===== src/rtl/fpu_pkg.sv =====
// Shared types for the FPU special-case stage: operation codes, per-operand
// classification record and the canonical quiet-NaN builder.
package fpu_pkg;

   localparam int QNAN_MAX_W = 128;

   typedef enum logic [1:0] {
      OP_ADD = 2'b00,
      OP_SUB = 2'b01,
      OP_MUL = 2'b10
   } op_e;

   typedef struct packed {
      logic zero;
      logic inf;
      logic nan;
      logic snan;
      logic sign;
   } fp_class_t;

   // Quiet NaN: sign 0, exponent all-ones, fraction MSB set, rest zero.
   // Built wide and truncated by the caller to its own operand width.
   function automatic logic [QNAN_MAX_W-1:0] make_qnan(input int exp_w, input int man_w);
      logic [QNAN_MAX_W-1:0] q;
      q = '0;
      for (int i = 0; i < QNAN_MAX_W; i++) begin
         if ((i >= man_w - 1) && (i < man_w + exp_w)) begin
            q[i] = 1'b1;
         end
      end
      return q;
   endfunction

endpackage


===== src/rtl/fpu_classify.sv =====
// Classifies one IEEE-style operand into zero / Inf / NaN / sNaN plus sign.
// Subnormals (exponent zero, fraction non-zero) are treated as zero.
module fpu_classify
   import fpu_pkg::*;
#(
   parameter int EXP_W = 8,
   parameter int MAN_W = 23
) (
   input  logic [EXP_W+MAN_W:0] i_x,
   output fp_class_t            o_cls
);

   logic [EXP_W-1:0] w_exp;
   logic [MAN_W-1:0] w_frac;
   logic             w_exp_ones;
   logic             w_frac_zero;

   assign w_exp       = i_x[MAN_W +: EXP_W];
   assign w_frac      = i_x[MAN_W-1:0];
   assign w_exp_ones  = &w_exp;
   assign w_frac_zero = (w_frac == '0);

   always_comb begin
      o_cls      = '0;
      o_cls.sign = i_x[EXP_W+MAN_W];
      o_cls.zero = (w_exp == '0);
      o_cls.inf  = w_exp_ones & w_frac_zero;
      o_cls.nan  = w_exp_ones & ~w_frac_zero;
      o_cls.snan = w_exp_ones & ~w_frac_zero & ~w_frac[MAN_W-1];
   end

endmodule


===== src/rtl/fpu_special_case_pipe.sv =====
// Single-register pipeline stage that resolves IEEE special cases (NaN, Inf,
// zero) for add/sub/mul, with a sticky invalid flag and a special-event counter.
module fpu_special_case_pipe
   import fpu_pkg::*;
#(
   parameter int EXP_W = 8,
   parameter int MAN_W = 23,
   parameter int TAG_W = 4,
   parameter int CNT_W = 16,
   localparam int W    = 1 + EXP_W + MAN_W
) (
   input  logic             clk,
   input  logic             rst,
   input  logic             in_valid,
   output logic             in_ready,
   input  logic [1:0]       op,
   input  logic [W-1:0]     a,
   input  logic [W-1:0]     b,
   input  logic [TAG_W-1:0] tag_in,
   output logic             out_valid,
   input  logic             out_ready,
   output logic             special_valid,
   output logic [W-1:0]     special_res,
   output logic [TAG_W-1:0] tag_out,
   output logic             flag_invalid,
   input  logic             flag_clr,
   output logic [CNT_W-1:0] event_cnt
);

   localparam logic [W-1:0]     QNAN     = W'(make_qnan(EXP_W, MAN_W));
   localparam logic [EXP_W-1:0] EXP_ONES = '1;
   localparam logic [MAN_W-1:0] FRAC_0   = '0;
   localparam logic [EXP_W-1:0] EXP_0    = '0;

   fp_class_t        w_cls_a;
   fp_class_t        w_cls_b;
   op_e              w_op;
   logic             w_sb_eff;
   logic             w_mul_sign;
   logic             w_special;
   logic             w_invalid;
   logic [W-1:0]     w_res;
   logic             w_accept;
   logic             w_xfer_special;

   logic             r_valid;
   logic             r_special;
   logic [W-1:0]     r_res;
   logic [TAG_W-1:0] r_tag;
   logic             r_flag;
   logic [CNT_W-1:0] r_cnt;

   fpu_classify #(.EXP_W(EXP_W), .MAN_W(MAN_W)) u_class_a (
      .i_x   (a),
      .o_cls (w_cls_a)
   );

   fpu_classify #(.EXP_W(EXP_W), .MAN_W(MAN_W)) u_class_b (
      .i_x   (b),
      .o_cls (w_cls_b)
   );

   // Code 2'b11 falls outside the enum and lands in the add path below.
   assign w_op       = op_e'(op);
   assign w_sb_eff   = w_cls_b.sign ^ (w_op == OP_SUB);
   assign w_mul_sign = w_cls_a.sign ^ w_cls_b.sign;

   always_comb begin
      w_special = 1'b0;
      w_res     = '0;
      w_invalid = w_cls_a.snan | w_cls_b.snan;
      if (w_op == OP_MUL) begin
         if (w_cls_a.nan || w_cls_b.nan) begin
            w_special = 1'b1;
            w_res     = QNAN;
         end else if ((w_cls_a.inf && w_cls_b.zero) || (w_cls_a.zero && w_cls_b.inf)) begin
            w_special = 1'b1;
            w_res     = QNAN;
            w_invalid = 1'b1;
         end else if (w_cls_a.inf || w_cls_b.inf) begin
            w_special = 1'b1;
            w_res     = {w_mul_sign, EXP_ONES, FRAC_0};
         end else if (w_cls_a.zero || w_cls_b.zero) begin
            w_special = 1'b1;
            w_res     = {w_mul_sign, EXP_0, FRAC_0};
         end
      end else begin
         if (w_cls_a.nan || w_cls_b.nan) begin
            w_special = 1'b1;
            w_res     = QNAN;
         end else if (w_cls_a.inf && w_cls_b.inf) begin
            w_special = 1'b1;
            if (w_cls_a.sign != w_sb_eff) begin
               w_res     = QNAN;
               w_invalid = 1'b1;
            end else begin
               w_res = {w_cls_a.sign, EXP_ONES, FRAC_0};
            end
         end else if (w_cls_a.inf) begin
            w_special = 1'b1;
            w_res     = {w_cls_a.sign, EXP_ONES, FRAC_0};
         end else if (w_cls_b.inf) begin
            w_special = 1'b1;
            w_res     = {w_sb_eff, EXP_ONES, FRAC_0};
         end else if (w_cls_a.zero && w_cls_b.zero) begin
            w_special = 1'b1;
            w_res     = {w_cls_a.sign & w_sb_eff, EXP_0, FRAC_0};
         end else if (w_cls_a.zero) begin
            w_special = 1'b1;
            w_res     = {w_sb_eff, b[W-2:0]};
         end else if (w_cls_b.zero) begin
            w_special = 1'b1;
            w_res     = {w_cls_a.sign, a[W-2:0]};
         end
      end
   end

   // in_ready depends only on registered state and out_ready.
   assign in_ready       = !r_valid || out_ready;
   assign w_accept       = in_valid && in_ready;
   assign w_xfer_special = r_valid && out_ready && r_special;

   always_ff @(posedge clk) begin
      if (rst) begin
         r_valid   <= 1'b0;
         r_special <= 1'b0;
         r_res     <= '0;
         r_tag     <= '0;
         r_flag    <= 1'b0;
         r_cnt     <= '0;
      end else begin
         if (in_ready) begin
            r_valid   <= in_valid;
            r_special <= in_valid && w_special;
            r_res     <= in_valid ? w_res : '0;
            if (in_valid) begin
               r_tag <= tag_in;
            end
         end

         if (w_accept && w_invalid) begin
            r_flag <= 1'b1;
         end else if (flag_clr) begin
            r_flag <= 1'b0;
         end

         // A clear in the same cycle as a counted transfer drops that count.
         if (flag_clr) begin
            r_cnt <= '0;
         end else if (w_xfer_special && (r_cnt != '1)) begin
            r_cnt <= r_cnt + 1'b1;
         end
      end
   end

   assign out_valid     = r_valid;
   assign special_valid = r_special;
   assign special_res   = r_res;
   assign tag_out       = r_tag;
   assign flag_invalid  = r_flag;
   assign event_cnt     = r_cnt;

endmodule


===== config.mk =====
export PLATFORM = sky130hd
export DESIGN_NAME = fpu_special_case_pipe
export DESIGN_NICKNAME = d
export VERILOG_FILES = /design/src/rtl/fpu_pkg.sv /design/src/rtl/fpu_classify.sv /design/src/rtl/fpu_special_case_pipe.sv
export SDC_FILE = /design/constraint.sdc
export NUM_CORES = 1
export LEC_CHECK = 0
export CAP_MARGIN = 10
export CORE_MARGIN = 8
export CORE_UTILIZATION = 41
export DETAILED_ROUTE_END_ITERATION = 6
export PLACE_DENSITY = 0.87
export SETUP_SLACK_MARGIN = 0.3
export SLEW_MARGIN = 30
export SYNTH_ARGS = -nofsm -noshare
export SYNTH_HDL_FRONTEND = slang
export SYNTH_SLANG_ARGS = --single-unit

===== constraint.sdc =====
create_clock -name clk -period 2.1 [get_ports clk]
set_input_delay 0.21 -clock clk [delete_from_list [all_inputs] [get_ports clk]]
set_output_delay 0.21 -clock clk [all_outputs]
set_load 0.02 [all_outputs]

# Word-level counts from Yosys, hierarchy flattened
# Index checks and enable logic that the tools add are counted.
dict set report classes {
  n_mux 34
  n_bitwise 14
  eq_ne 4
  n_reduce_logical 25
  add_sub_neg 1
}
# cell count
set op_table {}
lappend op_table {{32-bit 2-to-1 mux} 14}
lappend op_table {{23-bit zero test} 2}
lappend op_table {{1-bit 2-to-1 mux} 20}
lappend op_table {{16-bit by 1-bit adder with 16-bit output, second input constant} 1}
lappend op_table {{8-bit zero test} 2}
lappend op_table {{16-bit inequality test, second input constant} 1}
lappend op_table {{8-bit AND reduction} 2}
lappend op_table {{1-bit logical AND} 10}
lappend op_table {{1-bit bitwise AND} 7}
lappend op_table {{1-bit logical OR} 5}
lappend op_table {{1-bit NOT} 4}
lappend op_table {{2-bit by 1-bit equality test with 1-bit output, second input constant} 1}
lappend op_table {{2-bit equality test, second input constant} 1}
lappend op_table {{2-bit AND reduction} 1}
lappend op_table {{2-bit nonzero test} 1}
lappend op_table {{2-bit OR reduction} 1}
lappend op_table {{1-bit bitwise XOR} 2}
lappend op_table {{1-bit zero test} 1}
lappend op_table {{1-bit inequality test} 1}
lappend op_table {{1-bit OR} 1}
dict set report totals {
  output_inout_bits 56
  in_bits 75
  register_bits 55
  elab_cells 84
}

# Logic depth before layout (Yosys ltp)
dict set report depth {
  depth_word 11
  ltp_mapped 8
  mapped_depth_nobuf 7
}

# Cells and area by module
# Synthesis repeated with hierarchy kept, for this count alone.
dict set report unflattened {
  cells_unflattened 344
  hier_area_um2 2949.1
}
# mod cells_per_inst seq_area_each_um2 area_per_inst_um2 instances
set by_module_without_submodules {}
lappend by_module_without_submodules {fpu_special_case_pipe 308 1101.1 2683.8 1}
lappend by_module_without_submodules {fpu_classify 18 0.0 132.6 2}

# Worst setup path after synthesis
# OpenSTA, ideal clock, no wires.
dict set report synth_timing {
  path_type {register -> register}
  start {register r_cnt[2] (netlist: event_cnt[2])}
  end {register r_cnt[10] (netlist: event_cnt[10])}
  path_buffers 0
  period_less_slack_ns 1.812
  path_stages_with_launch 7
  t_required_ns 1.972
  arrival_time_ns 1.684
  setup_slack_ns 0.288
  setup_ns 0.128
  path_cell_list {dfxtp_1 and3_1 nand3_1 o311ai_4 nor3_1 xnor2_1 nor2_1}
}
dict set report synth_between {
  elab_chain_len 2
  elab_cells_between_ends 3
  classes_between {add/sub: 1; eq/ne: 1; reduce/logical: 1}
}
# element line
set synth_rtl {}
lappend synth_rtl {{from (decl)} fpu_special_case_pipe.sv:51} ;# logic [CNT_W-1:0] r_cnt;
lappend synth_rtl {{from (signal assigned)} fpu_special_case_pipe.sv:151} ;# r_cnt <= r_cnt + 1'b1;
lappend synth_rtl {{parallel branches: the longest is 2 deep, another holds 16-bit by 1-bit adder with 16-bit output} -}
# Several ways; the timed one is not identified.
# A chain may end at the register's enable or synchronous reset.

# Worst setup path after layout
dict set report layout_timing {
  start {input port b[19]}
  end {register r_res[31] (netlist: special_res[31])}
}
dict set report layout_between {
  elab_chain_len 8
  elab_cells_between_ends 18
  classes_between {mux: 9; bitwise: 3; reduce/logical: 6}
}
# element line
set layout_rtl {}
lappend layout_rtl {{from (decl)} fpu_special_case_pipe.sv:18} ;# input logic [W-1:0] b,
lappend layout_rtl {{23-bit zero test *} fpu_classify.sv:21} ;# assign w_frac_zero = (w_frac == '0);
lappend layout_rtl {{1-bit bitwise AND} fpu_classify.sv:27} ;# o_cls.inf = w_exp_ones & w_frac_zero;
lappend layout_rtl {{32-bit 2-to-1 mux, or another cell as far along} fpu_special_case_pipe.sv:102} ;# end else if (w_cls_b.inf) begin
lappend layout_rtl {{32-bit 2-to-1 mux, or another cell as far along} fpu_special_case_pipe.sv:99} ;# end else if (w_cls_a.inf) begin
lappend layout_rtl {{32-bit 2-to-1 mux (on tied branches)} {fpu_special_case_pipe.sv:91, fpu_special_case_pipe.sv:76}}
lappend layout_rtl {{32-bit 2-to-1 mux (on tied branches)} {fpu_special_case_pipe.sv:88, fpu_special_case_pipe.sv:73}}
lappend layout_rtl {{32-bit 2-to-1 mux *} fpu_special_case_pipe.sv:72} ;# if (w_op == OP_MUL) begin
lappend layout_rtl {{32-bit 2-to-1 mux *} fpu_special_case_pipe.sv:135} ;# r_res <= in_valid ? w_res : '0;
lappend layout_rtl {{to (signal assigned)} fpu_special_case_pipe.sv:135}
lappend layout_rtl {{to (decl)} fpu_special_case_pipe.sv:48} ;# logic [W-1:0] r_res;
# Mark *: on every way between the ends. The rest lies on a longest branch, timed or not.

==> results.toml <==
[outcome]
status = "complete, no violations"

[floorplanning]
start_util_pct = 41.8
die_y_microns = 98.7
io_pins = 131
core-area_sq_um = 6720
row_count = 30
fp.dieW_microns = 98.7
dieArea_sq_um = 9740

[cells_and_area]
final_area_sq_um = 4840
layout_commonest_cell = "clkdlybuf4s50_1"
area_growth_pct = 72.4
nFillCells = 478
drive_gt1_share_pct = 18.6
fin_nets = 559
mostFrequentLayoutCells = "clkdlybuf4s50_1, dlymetal6s2s_1, dfxtp_1"

[power]
cellPowerDensity_nw_per_um2 = 403
switching_power_w = 0.000499
sequentialPowerShare_pct = 54.0
combPwrFrac_pct = 16.3
switching_share_pct = 25.6
p_clk_share_pct = 29.7
p_int_w = 0.00145
leakage_nw = 2.10
ir_drop_mv = 0.263
report.power.total_w = 0.00195

[route]
drtIter0Drc = 147
drt_pass1_iterations = 4
vias = 3359
ant_nets = 0
wl_microns = 11200
drc = 0
wl_per_cell_microns = 19.8
vias_per_cell = 5.96

[global_routing]
grt-ovfl-total = 0
grt_pass1_wl_microns = 16300
top_usage_layer = "met2"
use_met1_pct = 20.6
grt_pass1_vias = 3331
antenna_found_initial = 1
grt_max_degree = 29
gr-usage-met3_pct = 4.58
grtUsageTotal_pct = 20.3
grtUsageMet2_pct = 37.6

[setup_path]
crit_fanout = 4
timing.rr.start = "out_valid"
start_kind = "input port"
cp.required_ps = 2360
critPathLaunch = "b[19]"
path_class = "input port to register"
reg2reg_setup_slack_ps = 400
critPathArrivalTime_ps = 2090
endpoint_kind = "register"

[synth]
synth-async-reset-ratio_pct = 0
yosysUniqueCellTypes = 49
synthCells = 325
syn-num-nets = 402
syn_area_per_cell_sq_um = 8.63
synth_ff_type = "dfxtp_1"
ys_warn_count = 0
synth_seq_cells = 55
seq_area_frac_synth_pct = 39.3
synth_area_sq_um = 2810
synth_edf_count = 0

[cts]
cts_hold_buffers = 0
cts_tree = "built"
cts_buffers = 5
htreeDepth = 2
clk_pin_slew_ps = 100
cts_root_buf = "clkbuf_8"
cts_buffer_depth = 2
clock_sinks = 55
clk_latency_ps = 300

[timing]
clock_skew_ps = 6.56
timing.final.crit_share_pct = 87.3
period_minus_slack_ps = 1830
worst_slew_pin_slew_ps = 465
grt_setup_unrepaired = "false"
timing.final.hold_violations = 0
setup_ws_ps = 267
setup-violations-final = 0
max_freq_ghz = 0.546
relSlewSlack_pct = 68.9
drv_slew = 0

[placement]
gp_congestion = 0.879
io_buffer_count = 130
dpl_cell_area_sq_um = 4380
place_hpwl_microns = 8070
place_ws_ps = -169

[worst_hold_path]
min-delay-start = "a[12]"
hold_class = "input port to register"

[job]
drv_cap = 0
worst max-delay path, stage by stage:
cell	delay, ps
dlymetal6s2s_1	160
nor4_2	330
nand4_1	240
nor4_4	340
buf_4	200
a211oi_2	50
a2111oi_2	400
a211o_1	150
power groups by stage:
| stage | registers (W) | logic, W | clock network, W |
|---|---|---|---|
| 4_1_cts | 0.00105 | 0.000316 | 0.000591 |
| 3_5_place_dp | 0.00108 | 0.000314 | 0 |
| 3_3_place_gp | 0.00108 | 0.000306 | 0 |
| 2_1_floorplan | 0.00108 | 0.0000745 | 0 |
| 5_1_grt | 0.00105 | 0.000336 | 0.000625 |
| 6_report | 0.00105 | 0.000318 | 0.000578 |
per-stage QoR:
stage	std cells	hold slack, ps	util (%)	setup TNS, ps
6_report	564	328	72.0	0
5_1_grt	564	358	72.0	0
4_1_cts	557	447	68.4	0
3_5_place_dp	543	455	65.2	-1780
3_3_place_gp	543	443	65.2	-312
2_1_floorplan	325	331	-	0
routing by layer:
metal,part of all wire (%),vias to the layer above
li1,-,1554
met1,38,1608
met2,52,158
met3,5.2,39
met4,4.2,0
met5,0,-
kinds of logic after synthesis:
family	count (synthesis)	share of synthesized area (%)
xor+xnor	9	2.81
mux	1	0.357
flops	55	39.3
compound gates	107	29.8
simple gates	127	23.0
buf+inv	24	3.88
fa+ha+maj	2	0.892
synthesized netlist by cell type (2+ instances only):
master    instances  area share [%]
buf_4             3            0.80
clkbuf_1          7            0.94
nor4_1           12             2.7
o211ai_1          2            0.54
inv_1             4            0.54
xnor2_1           6             1.9
buf_1             3            0.40
nor3_1           10             1.8
a211oi_1          3            0.80
or3_1             7             1.6
nor2b_1           2            0.45
nand2_1          17             2.3
and2_1            2            0.45
a21oi_1          17             3.0
nand3_1           9             1.6
nand2b_1          2            0.45
o21ai_1           5            0.89
o21ai_0           9             1.6
ha_1              2            0.89
and3_1            5             1.1
buf_2             6             1.1
a22oi_1          26             7.0
a22o_1           29             9.1
a221o_1           5             1.8
nand4_1           9             2.0
dfxtp_1          55              39
xor2_1            3            0.94
nor2_1           44             5.9
worst paths after layout:
check	end	cells after the start
worst max-delay path	special_res[31]	8
worst min-delay path	special_res[12]	4
worst max register to register	special_res[31]	7
worst min register to register	tag_out[2]	2
flip-flops by register name, summed over array words and instances, names as in the netlist:
| signal | count |
|---|---|
| special_valid | 1 |
| tag_out | 4 |
| flag_invalid | 1 |
| event_cnt | 16 |
| out_valid | 1 |
| special_res | 32 |
area by class of cell:
type,instances,area [sq um],share of cell area [%]
Tap cell,80,100,2.07
Timing Repair Buffer,169,1770,36.5
Sequential cell,55,1110,22.9
Inverter,5,18.8,0.388
Clock inverter,2,12.5,0.259
Clock buffer,6,72.6,1.50
Multi-Input combinational cell,246,1760,36.3
Antenna cell,1,2.50,0.0517
repair_timing:
item                                    in CTS  in global routing
pin swaps                                   15                 25
setup buffers                                6                  6
endpoints found under the setup margin      39                 40
resized for setup                           27                 70
Note: power is estimated with default switching activity, not from simulation.
